`config.mk`:
```
export PLATFORM = sky130hd
export DESIGN_NAME = uart_tx_arb_flat
export DESIGN_NICKNAME = d
export VERILOG_FILES = /design/src/rtl/uart_pkg.sv /design/src/rtl/uart_tx_arb_if.sv /design/src/rtl/uart_tx_arb_rr_pick.sv /design/src/rtl/uart_tx_arb.sv /design/src/flat_wrapper.sv
export SDC_FILE = /design/constraint.sdc
export NUM_CORES = 1
export LEC_CHECK = 0
export CORE_ASPECT_RATIO = 0.5
export CORE_MARGIN = 3
export CORE_UTILIZATION = 30
export CTS_BUF_LIST = sky130_fd_sc_hd__clkbuf_8 sky130_fd_sc_hd__clkbuf_16
export CTS_CLUSTER_SIZE = 12
export DETAILED_ROUTE_END_ITERATION = 7
export DONT_BUFFER_PORTS = 1
export GPL_TIMING_DRIVEN = 0
export SLEW_MARGIN = 30
export SYNTH_ARGS = -nofsm -noshare
export SYNTH_HDL_FRONTEND = slang
export SYNTH_HIERARCHICAL = 1
export SYNTH_SLANG_ARGS = --single-unit
```
`constraint.sdc`:
```
create_clock -name clk -period 1.4 [get_ports clk]
set_input_delay 0.07 -clock clk [delete_from_list [all_inputs] [get_ports clk]]
set_output_delay 0.07 -clock clk [all_outputs]
set_load 0.1 [all_outputs]
```
`src/rtl/uart_pkg.sv`:
```
// Shared constants for the UART transmit arbiter: FSM encoding, transmitter register map, status idle mask.
// Latency: none (constants and a pure helper function only).
// Backpressure: n/a.
package uart_pkg;

  // FSM encoding kept as plain vectors so older tools and waveform viewers decode it directly
  localparam logic [2:0] S_IDLE  = 3'd0;
  localparam logic [2:0] S_POLL  = 3'd1;
  localparam logic [2:0] S_CHECK = 3'd2;
  localparam logic [2:0] S_WRITE = 3'd3;
  localparam logic [2:0] S_GAP   = 3'd4;

  // Transmitter register map
  localparam logic [2:0] UART_ADDR_DATA   = 3'd0;
  localparam logic [2:0] UART_ADDR_STATUS = 3'd4;

  // Status bits that must all read 1 before a byte may be written
  localparam logic [31:0] UART_IDLE_MASK = 32'h0000_6000;

  // Byte lane 0 carries the character on a data write
  localparam logic [3:0] UART_LANE_BYTE0 = 4'b0001;

  function automatic logic tx_is_idle(input logic [31:0] rdata, input logic [31:0] mask);
    return (rdata & mask) == mask;
  endfunction

endpackage

```
`src/rtl/uart_tx_arb_if.sv`:
```
// Requester + transmitter bus bundle for uart_tx_arb.
// Latency: wires only.
// Backpressure: req_ready is a one-cycle accept pulse; uart_rdata returns one cycle after uart_addr.
// Ports: req_valid/req_data/req_ready (byte requesters), uart_addr/wdata/lane/wr/valid/rdata (transmitter).
// master = the arbiter, slave = requesters plus transmitter.
interface uart_tx_arb_if #(
  parameter int NREQ = 2
);
  logic [NREQ-1:0]   req_valid;
  logic [8*NREQ-1:0] req_data;
  logic [NREQ-1:0]   req_ready;
  logic [2:0]        uart_addr;
  logic [31:0]       uart_wdata;
  logic [3:0]        uart_lane;
  logic              uart_wr;
  logic              uart_valid;
  logic [31:0]       uart_rdata;

  modport master (
    input  req_valid, req_data, uart_rdata,
    output req_ready, uart_addr, uart_wdata, uart_lane, uart_wr, uart_valid
  );

  modport slave (
    output req_valid, req_data, uart_rdata,
    input  req_ready, uart_addr, uart_wdata, uart_lane, uart_wr, uart_valid
  );
endinterface

```
`src/rtl/uart_tx_arb_rr_pick.sv`:
```
// Round-robin picker: first set request strictly after i_last, wrapping NREQ-1 -> 0; i_last itself is lowest priority.
// Latency: combinational.
// Backpressure: none; o_gnt_vld is low when no request is set.
// Ports: i_req (request vector), i_last (last grant), o_gnt_idx (winner), o_gnt_vld (any winner).
module rr_pick #(
  parameter int NREQ = 2
) (
  input  logic [NREQ-1:0] i_req,
  input  logic [1:0]      i_last,
  output logic [1:0]      o_gnt_idx,
  output logic            o_gnt_vld
);

  // Scan from the furthest offset down to offset 1 so the nearest requester after i_last
  // is the final assignment and therefore wins.
  always_comb begin
    o_gnt_idx = i_last;
    o_gnt_vld = 1'b0;
    for (int k = NREQ; k >= 1; k--) begin
      for (int i = 0; i < NREQ; i++) begin
        if (i_req[i] && (i == ((int'(i_last) + k) % NREQ))) begin
          o_gnt_idx = 2'(i);
          o_gnt_vld = 1'b1;
        end
      end
    end
  end

endmodule

```
`src/rtl/uart_tx_arb.sv`:
```
// Arbitrates NREQ byte requesters onto one UART transmitter: grant, poll status until idle, write, settle gap.
// Latency: grant to uart_wr 3 cycles minimum; back-to-back writes at least 6 cycles apart.
// Backpressure: requesters wait until S_IDLE grants them (req_ready pulse); transmitter throttles via status polling.
// Ports: clk, rst (sync active-high), bus (uart_tx_arb_if.master), grant_id (current/last winner), busy (not idle).
// Option: define UART_TX_ARB_LINE_LOCK_EN to hold the grant on one requester until it writes 8'h0A.
module uart_tx_arb
  import uart_pkg::*;
#(
  parameter int          NREQ      = 2,
  parameter logic [31:0] IDLE_MASK = UART_IDLE_MASK
) (
  input  logic                 clk,
  input  logic                 rst,
  uart_tx_arb_if.master        bus,
  output logic [1:0]           grant_id,
  output logic                 busy
);

  logic [2:0] r_state;
  logic [1:0] r_last;
  logic [7:0] r_byte;
  logic       r_gap;      // second gap cycle marker

  logic [1:0] w_pick_idx;
  logic       w_pick_vld;
  logic [1:0] w_grant_idx;
  logic       w_grant_vld;
  logic       w_accept;
  logic [7:0] w_grant_byte;

  rr_pick #(.NREQ(NREQ)) u_rr_pick (
    .i_req     (bus.req_valid),
    .i_last    (r_last),
    .o_gnt_idx (w_pick_idx),
    .o_gnt_vld (w_pick_vld)
  );

`ifdef UART_TX_ARB_LINE_LOCK_EN
  localparam logic [7:0] LINE_END = 8'h0A;

  logic r_lock;           // owner of r_last keeps the transmitter until it sends LINE_END
  logic w_lock_req;

  always_comb begin
    w_lock_req = 1'b0;
    for (int i = 0; i < NREQ; i++) begin
      if (r_last == 2'(i)) w_lock_req = bus.req_valid[i];
    end
  end

  assign w_grant_idx = r_lock ? r_last     : w_pick_idx;
  assign w_grant_vld = r_lock ? w_lock_req : w_pick_vld;
`else
  assign w_grant_idx = w_pick_idx;
  assign w_grant_vld = w_pick_vld;
`endif

  assign w_accept = !rst && (r_state == S_IDLE) && w_grant_vld;

  always_comb begin
    w_grant_byte = 8'h00;
    for (int i = 0; i < NREQ; i++) begin
      if (w_grant_idx == 2'(i)) w_grant_byte = bus.req_data[8*i +: 8];
    end
  end

  always_ff @(posedge clk) begin
    if (rst) begin
      r_state <= S_IDLE;
      r_last  <= 2'(NREQ - 1);
      r_byte  <= 8'h00;
      r_gap   <= 1'b0;
`ifdef UART_TX_ARB_LINE_LOCK_EN
      r_lock  <= 1'b0;
`endif
    end else begin
      case (r_state)
        S_IDLE: begin
          if (w_grant_vld) begin
            r_last  <= w_grant_idx;
            r_byte  <= w_grant_byte;
            r_state <= S_POLL;
`ifdef UART_TX_ARB_LINE_LOCK_EN
            // lock decision is known at accept time: only LINE_END releases it
            r_lock  <= (w_grant_byte != LINE_END);
`endif
          end
        end
        S_POLL:  r_state <= S_CHECK;
        // uart_rdata here answers the status read issued in S_POLL
        S_CHECK: r_state <= tx_is_idle(bus.uart_rdata, IDLE_MASK) ? S_WRITE : S_POLL;
        S_WRITE: begin
          r_state <= S_GAP;
          r_gap   <= 1'b0;
        end
        S_GAP: begin
          if (r_gap) r_state <= S_IDLE;
          r_gap <= 1'b1;
        end
        default: r_state <= S_IDLE;
      endcase
    end
  end

  // Outputs decode straight from state; gating with rst makes the reset values visible
  // in the same cycle reset is asserted, which also aborts an in-flight bus cycle at once.
  always_comb begin
    bus.req_ready  = '0;
    bus.uart_addr  = UART_ADDR_STATUS;
    bus.uart_wdata = 32'h0;
    bus.uart_lane  = 4'b0000;
    bus.uart_wr    = 1'b0;
    bus.uart_valid = 1'b0;
    for (int i = 0; i < NREQ; i++) begin
      if (w_accept && (w_grant_idx == 2'(i))) bus.req_ready[i] = 1'b1;
    end
    if (!rst) begin
      case (r_state)
        S_POLL, S_CHECK: bus.uart_valid = 1'b1;
        S_WRITE: begin
          bus.uart_addr  = UART_ADDR_DATA;
          bus.uart_wdata = {24'h0, r_byte};
          bus.uart_lane  = UART_LANE_BYTE0;
          bus.uart_wr    = 1'b1;
          bus.uart_valid = 1'b1;
        end
        default: ;
      endcase
    end
  end

  assign busy     = !rst && (r_state != S_IDLE);
  assign grant_id = rst ? 2'(NREQ - 1) : r_last;

endmodule

```
`src/flat_wrapper.sv`:
```
// flat-port wrapper written by rule: the top's interface ports become plain ports
module uart_tx_arb_flat import uart_pkg::*;
#(
  parameter int          NREQ      = 2,
  parameter logic [31:0] IDLE_MASK = UART_IDLE_MASK
)
  (clk, rst, grant_id, busy, bus_req_valid, bus_req_data, bus_uart_rdata, bus_req_ready, bus_uart_addr, bus_uart_wdata, bus_uart_lane, bus_uart_wr, bus_uart_valid);
  uart_tx_arb_if #(.NREQ(NREQ)) bus_i ();
  input  logic clk;
  input  logic rst;
  output logic [1:0] grant_id;
  output logic busy;
  input wire logic [$bits(bus_i.req_valid)-1:0] bus_req_valid;
  input wire logic [$bits(bus_i.req_data)-1:0] bus_req_data;
  input wire logic [$bits(bus_i.uart_rdata)-1:0] bus_uart_rdata;
  output wire logic [$bits(bus_i.req_ready)-1:0] bus_req_ready;
  output wire logic [$bits(bus_i.uart_addr)-1:0] bus_uart_addr;
  output wire logic [$bits(bus_i.uart_wdata)-1:0] bus_uart_wdata;
  output wire logic [$bits(bus_i.uart_lane)-1:0] bus_uart_lane;
  output wire logic [$bits(bus_i.uart_wr)-1:0] bus_uart_wr;
  output wire logic [$bits(bus_i.uart_valid)-1:0] bus_uart_valid;
  assign bus_i.req_valid = bus_req_valid;
  assign bus_i.req_data = bus_req_data;
  assign bus_i.uart_rdata = bus_uart_rdata;
  assign bus_req_ready = bus_i.req_ready;
  assign bus_uart_addr = bus_i.uart_addr;
  assign bus_uart_wdata = bus_i.uart_wdata;
  assign bus_uart_lane = bus_i.uart_lane;
  assign bus_uart_wr = bus_i.uart_wr;
  assign bus_uart_valid = bus_i.uart_valid;
  uart_tx_arb #(.NREQ(NREQ), .IDLE_MASK(IDLE_MASK)) u_core (.clk(clk), .rst(rst), .bus(bus_i), .grant_id(grant_id), .busy(busy));
endmodule
```
==> results of run 1 <==
==> worst register-to-register path, delay by kind of cell, from the launching register on <==
family | cells | cell delay [ns]
buffers and inverters | 4 | 0.56
AND/OR/NAND/NOR | 2 | 0.25
flip-flops | 1 | 0.31
AO/OA/AOI/OAI | 1 | 0.25
==> cell usage in the layout, fill, tap and decap left out <==
cell            n
buf_4          38
conb_1         29
dfxtp_1        11
mux2i_1         9
and2_4          8
buf_6           6
nor2_4          6
o2bb2ai_1       5
clkbuf_8        4
inv_1           3
o2bb2ai_2       3
nor2_1          3
dlygate4sd3_1   3
nor3_4          2
nor2b_1         2
dfxtp_4         2
buf_16          1
nand2_4         1
clkbuf_1        1
or2_2           1
nor3_1          1
nor2b_4         1
inv_4           1
nand4b_4        1
o21ai_0         1
nand2_1         1
a21oi_1         1
nor4b_4         1
nand4b_1        1
nand2b_1        1
a21boi_0        1
nor4_1          1
a211o_1         1
a2bb2oi_1       1
dfxtp_2         1
buf_12          1
or2_4           1
nor2_2          1
mux2i_4         1
==> kinds of logic after synthesis <==
| kind of cell | Yosys count | synth area share [%] |
|---|---|---|
| buf+inv | 37 | 26.8 |
| simple gates | 33 | 22.7 |
| flops | 14 | 28.9 |
| compound gates | 13 | 10.8 |
| mux | 10 | 10.3 |
| other cells | 1 | 0.387 |
==> metal layers <==
layer  up-vias  routed length [um]
li1        406                   -
met1       345                 883
met2        41                1030
met4         0                  19
met3         2                 207
met5         -                   0
==> sequential cells by signal, summed over array words and instances (netlist names) <==
name	cells
u_core/r_gap	1
u_core/r_byte	8
u_core/r_last	2
u_core/r_state	3
==> worst paths after layout <==
kind                      endpoint  slack, ns
setup / recovery    bus_uart_valid      -0.18
hold / removal    u_core/r_byte[6]       0.03
setup reg to reg  u_core/r_last[0]      -0.08
hold reg to reg   u_core/r_byte[6]       0.46
==> timing repair <==
action / CTS / global route
endpoints found under the setup margin: 13 / 25
setup buffers: 11 / 2
gates resized for setup: 11 / 9
pin swaps: 14 / 4
hold endpoints to repair: 1 / 0
hold buffers: 3 / 0
==> cell type report <==
class | count | share of cell area (%)
Multi-Input combinational cell | 85 | 44.1
Sequential cell | 14 | 19.2
Buffer | 32 | 16.0
Timing Repair Buffer | 18 | 12.9
Clock buffer | 4 | 3.66
Tap cell | 37 | 3.08
Inverter | 4 | 1.16
==> metrics by stage <==
stage	area [um^2]	setup TNS (ns)	instances
6_report	1510	-1.93	194
5_1_grt	1510	-3.31	194
4_1_cts	1450	-1.67	193
3_5_place_dp	1250	-0.557	175
3_3_place_gp	1190	-8.53	173
2_1_floorplan	1150	-6.37	136
==> power by group through the flow <==
stage                     combinational (uW)  sequential [uW]  clock [uW]
after global routing                     810              471         422
final                                    779              466         392
after detailed placement                 691              472           0
after global placement                   677              473           0
after floorplan                          654              467           0
after CTS                                751              462         402
==> results.ini, run 1 <==
[status]
status = complete, but fails checks
violations = negative setup slack

[placed_design]
pre_cts_ws_ns = -0.289
dp.final_hpwl_um = 1550
numPortBuffers = 0
gp_congestion = 0.659

[power_and_ir_drop]
vdd_ir_drop_max_v = 0.000469
pwr-share-comb_pct = 47.6
powerDensity_nw_per_um2 = 1090
p_int_uw = 885
netSwitchingFraction_pct = 46.0
p_leak_uw = 0.000725
power.switching_uw = 754
total_power_uw = 1640
p_seq_share_pct = 28.5
power_frac_clock_pct = 24.0

[synthesis]
avgSynthCellArea_um2 = 8.98
synth_cell_types = 28
ys.flop_type = dfxtp_1
yosys-top-cells-count = buf_4 (30), dfxtp_1 (14), mux2i_1 (10)
synth-edff-count = 0
synth.area.top_cells = dfxtp_1 (29%), buf_4 (23%), mux2i_1 (10%)
synth.most_common_cell = buf_4
synth.largest_area_cell = dfxtp_1
synth.yosys.seq_area_share_pct = 28.9
syn_inst = 108
ys_seq_elements = 14
yosysWarnings = 6
async_flop_share_pct = 0
synth_top_area_share_pct = 28.9
netlist_area_um2 = 970

[finish]
diodes = 0
final_util_pct = 53.2
fillCellCount = 257
ff_latch_area_um2 = 289
nets = 210
layout-drive-gt1-share_pct = 51.6
syn_to_final_growth_pct = 55.2
multi_input_area_um2 = 663

[timing]
final.min_clock_period_ns = 1.58
setup_viol = 23
rsz0062_at_grt = true
clock.fmax_ghz = 0.632
relSlewSlack_pct = 32.9
report.final.hold_viol_count = 0
fin_skew_ns = 0.00408
finalCritPeriodShare_pct = 113
finalWorstSetupSlack_ns = -0.182
fin_hold_ws_ns = 0.0290
slew_viol_final = 0
worst_slew_pin_slew_ns = 1.00

[grt]
grt_busiest_layer = met2
grt_use_met2_pct = 18.1
grt_overflow = 0
grt_pass1_wl_um = 3150
grt.met1_usage_pct = 12.2
grt_antenna_before_repair = 0
grt_use_total_pct = 10.1
grt_pass1_vias = 677
grt_max_degree = 11
met3_usage_pct = 2.32

[cts]
insertion_delay_ns = 0.24
clk_pin_slew_ns = 0.06
ctsRootBufferMaster = clkbuf_8
clkSinkCount = 14
cts_tree = yes
cts-htree-levels = 1
cts_made_buffers = 3
clock_path_buffers = 2

[setup_path]
cp_data_arrival_time_ns = 1.51
crit_family = simple AND/OR/NAND/NOR gates
worst-path-buf-inv = 1
r2r_start = u_core/r_state[2]
end_kind = output pin
worstPathCellList = buf_6, nor3_4
critPathMaxFanout = 5
criticalPathCategory = reg2out
cp.depth = 2
critPathMaxStageDelay_ns = 0.82
startpoint_type = register
required_ns = 1.33
r2r_cells = 7
cp_slowest_cell = nor3_4
startpoint = u_core/r_state[2]

[job]
maxCapViolCount = 0

[routing]
drc_errors = 0
wl_um = 2140
drt_iter0_markers = 42
ant_nets = 0
wl_per_cell_um = 11.0
first_pass_iters = 4
vias = 794
vias_per_cell = 4.09

[floorplanning]
die_area_um2 = 3990
io_pins = 98
die_w_um = 86.4
core_region_area_um2 = 2830
rows = 13
die_h_um = 46.2
start_util_pct = 34.3

[min_path]
hp-start = bus_req_data[6]
hold_path_class = in2reg
hold-path-cell-count = 2

No activity file was read; power rests on OpenSTA's default activity.
==> run 2, diff against run 1 <==
clock period = 1.59 ns   (was 1.4 ns; I/O delays follow)
==> run 2 against run 1 <==
  * The flow still finishes with violations (negative setup slack)
  * Critical path depth grew 2
  * Worst setup slack gained 0.13 ns
  * Sequential share of layout area grew 0.054 points
  * Largest cell class unchanged
  * Largest power group unchanged
==> results.ini, run 2 (synthesis results as in run 1) <==
[status]
violations = negative setup slack  ; unchanged
status = complete, but fails checks  ; unchanged

[cts]
ctsRootBufferMaster = clkbuf_8  ; unchanged
cts_tree = yes  ; unchanged
cts-htree-levels = 1  ; unchanged
clkSinkCount = 14  ; unchanged
clock_path_buffers = 2  ; unchanged
clk_pin_slew_ns = 0.06  ; about the same
insertion_delay_ns = 0.25  ; was 0.24 ns
cts_made_buffers = 3  ; unchanged

[grt]
grt_max_degree = 11  ; unchanged
grt_pass1_vias = 749  ; was 677
grt_pass1_wl_um = 3550  ; was 3150 um
grt_use_total_pct = 11.8  ; was 10.1%
grt_antenna_before_repair = 0  ; unchanged
grt_overflow = 0  ; unchanged

[routing]
wl_met2_um = 1150  ; was 1030 um
wl_met3_um = 293  ; was 207 um
drc_errors = 0  ; unchanged
wl_per_cell_um = 11.9  ; was 11.0 um
ant_nets = 0  ; unchanged
vias = 826  ; was 794
vias_per_cell = 4.17  ; was 4.09
first_pass_iters = 4  ; unchanged
dr.max_layer_used = met4  ; unchanged
drt_iter0_markers = 61  ; was 42
met1_length_um = 888  ; was 883 um
wl_um = 2350  ; was 2140 um

[placed_design]
dp.final_hpwl_um = 1600  ; was 1550 um
gp_congestion = 0.724  ; was 0.659
numPortBuffers = 0  ; unchanged
pre_cts_ws_ns = -0.236  ; was -0.289 ns
dp.cells = 175  ; unchanged

[timing]
finalCritPeriodShare_pct = 103
final.min_clock_period_ns = 1.64
setup_viol = 4  ; was 23
report.final.hold_viol_count = 0  ; unchanged
clock.fmax_ghz = 0.610
worst_slew_pin_slew_ns = 0.984  ; was 1.00 ns
relSlewSlack_pct = 34.2  ; was 32.9%
rsz0062_at_grt = true  ; unchanged
finalWorstSetupSlack_ns = -0.0494  ; was -0.182 ns
fin_skew_ns = 0.00837  ; was 0.00408 ns
slew_viol_final = 0  ; unchanged

[finish]
syn_to_final_growth_pct = 56.1  ; was 55.2%
top_register = u_core/r_byte  ; unchanged
largest_reg_flops = 8  ; unchanged
nets = 214  ; was 210
layout_commonest_cell = buf_4  ; unchanged
instances_no_fill = 198  ; was 194
layout-drive-gt1-share_pct = 52.8  ; was 51.6%
reg.largest.list = u_core/r_byte x8, u_core/r_state x3, u_core/r_last x2  ; unchanged
diodes = 0  ; unchanged
final_cell_mix = buf_4 (43), conb_1 (29), dfxtp_1 (11)  ; was buf_4 (38), conb_1 (29), dfxtp_1 (11)

[floorplanning]
die_w_um = 86.4  ; unchanged
die_area_um2 = 3990  ; unchanged
core_region_area_um2 = 2830  ; unchanged
start_util_pct = 34.3  ; unchanged
rows = 13  ; unchanged
die_h_um = 46.2  ; unchanged
io_pins = 98  ; unchanged

[power_and_ir_drop]
vdd_ir_drop_max_v = 0.000412  ; was 0.000469 V
powerDensity_nw_per_um2 = 924  ; was 1090 nW/um^2
p_leak_uw = 0.000742  ; was 0.000725 uW

[setup_path]
cp_data_arrival_time_ns = 1.56  ; was 1.51 ns
criticalPathCategory = reg2out  ; unchanged
startpoint_type = register  ; unchanged
required_ns = 1.51  ; was 1.33 ns
end_kind = output pin  ; unchanged
critPathMaxFanout = 9  ; was 5

[job]
maxCapViolCount = 0  ; unchanged

[min_path]
hold_path_class = in2reg  ; unchanged

==> run 2: metal layers <==
metal	vias to the layer above	track usage, %
li1	411	-
met1	370	13.3
met2	43	20.8
met3	2	4.64
met4	0	4.66
met5	-	0
==> run 2: final cells by class <==
cell class,instances,area (um^2)
clock buffers,3,41.3
well taps,37,46.3
fillers,268,1320
multi-input cells,85,649
plain buffers,33,251
repair buffers,21,211
flip-flops and latches,14,292
clock inverters,1,3.75
inverters,4,18.8
==> run 2: what timing repair did <==
item | in CTS | in global routing
gates cloned | 0 | 0
hold buffers | 1 | 0
resized for setup | 10 | 13
buffers inserted | 15 | 4
hold endpoints to repair | 1 | 0
endpoints found under the setup margin | 13 | 12
pin swaps | 7 | 5
==> run 2: worst max-delay path, stage by stage, from the launching register on <==
cell and delay, ns:
dfxtp_4 0.36, mux2i_4 0.19, buf_6 0.13, buf_12 0.14, nor2_4 0.50
==> run 2: worst paths after layout <==
| path | startpoint | end | slack (ns) | cells past startpoint |
|---|---|---|---|---|
| hold / removal | bus_req_data[4] | u_core/r_byte[4] | 0.03 | 2 |
| setup reg to reg | u_core/r_state[2] | u_core/r_last[0] | -0.02 | 6 |
| hold reg to reg | u_core/r_byte[3] | u_core/r_byte[3] | 0.46 | 1 |
| setup / recovery | u_core/r_last[0] | bus_req_ready[0] | -0.05 | 4 |
==> run 2: metrics by stage <==
step           area, um^2  total power (uW)  setup TNS (ns)  util, %  hold slack [ns]
2_1_floorplan        1120               973           -5.45        -            0.250
3_3_place_gp         1170               998           -7.83     41.2            0.262
3_5_place_dp         1240              1020          -0.470     43.7            0.275
4_1_cts              1440              1380          -0.170     51.0          0.00794
5_1_grt              1510              1460          -0.880     53.5           0.0382
6_report             1510              1400          -0.130     53.5           0.0315
==> run 2: report_power, final <==
| part | switching (uW) | internal [uW] | total, uW |
|---|---|---|---|
| Clock | 124 | 171 | 295 |
| Sequential | 22.9 | 384 | 407 |
| Combinational | 514 | 183 | 697 |
| Total | 661 | 737 | 1400 |
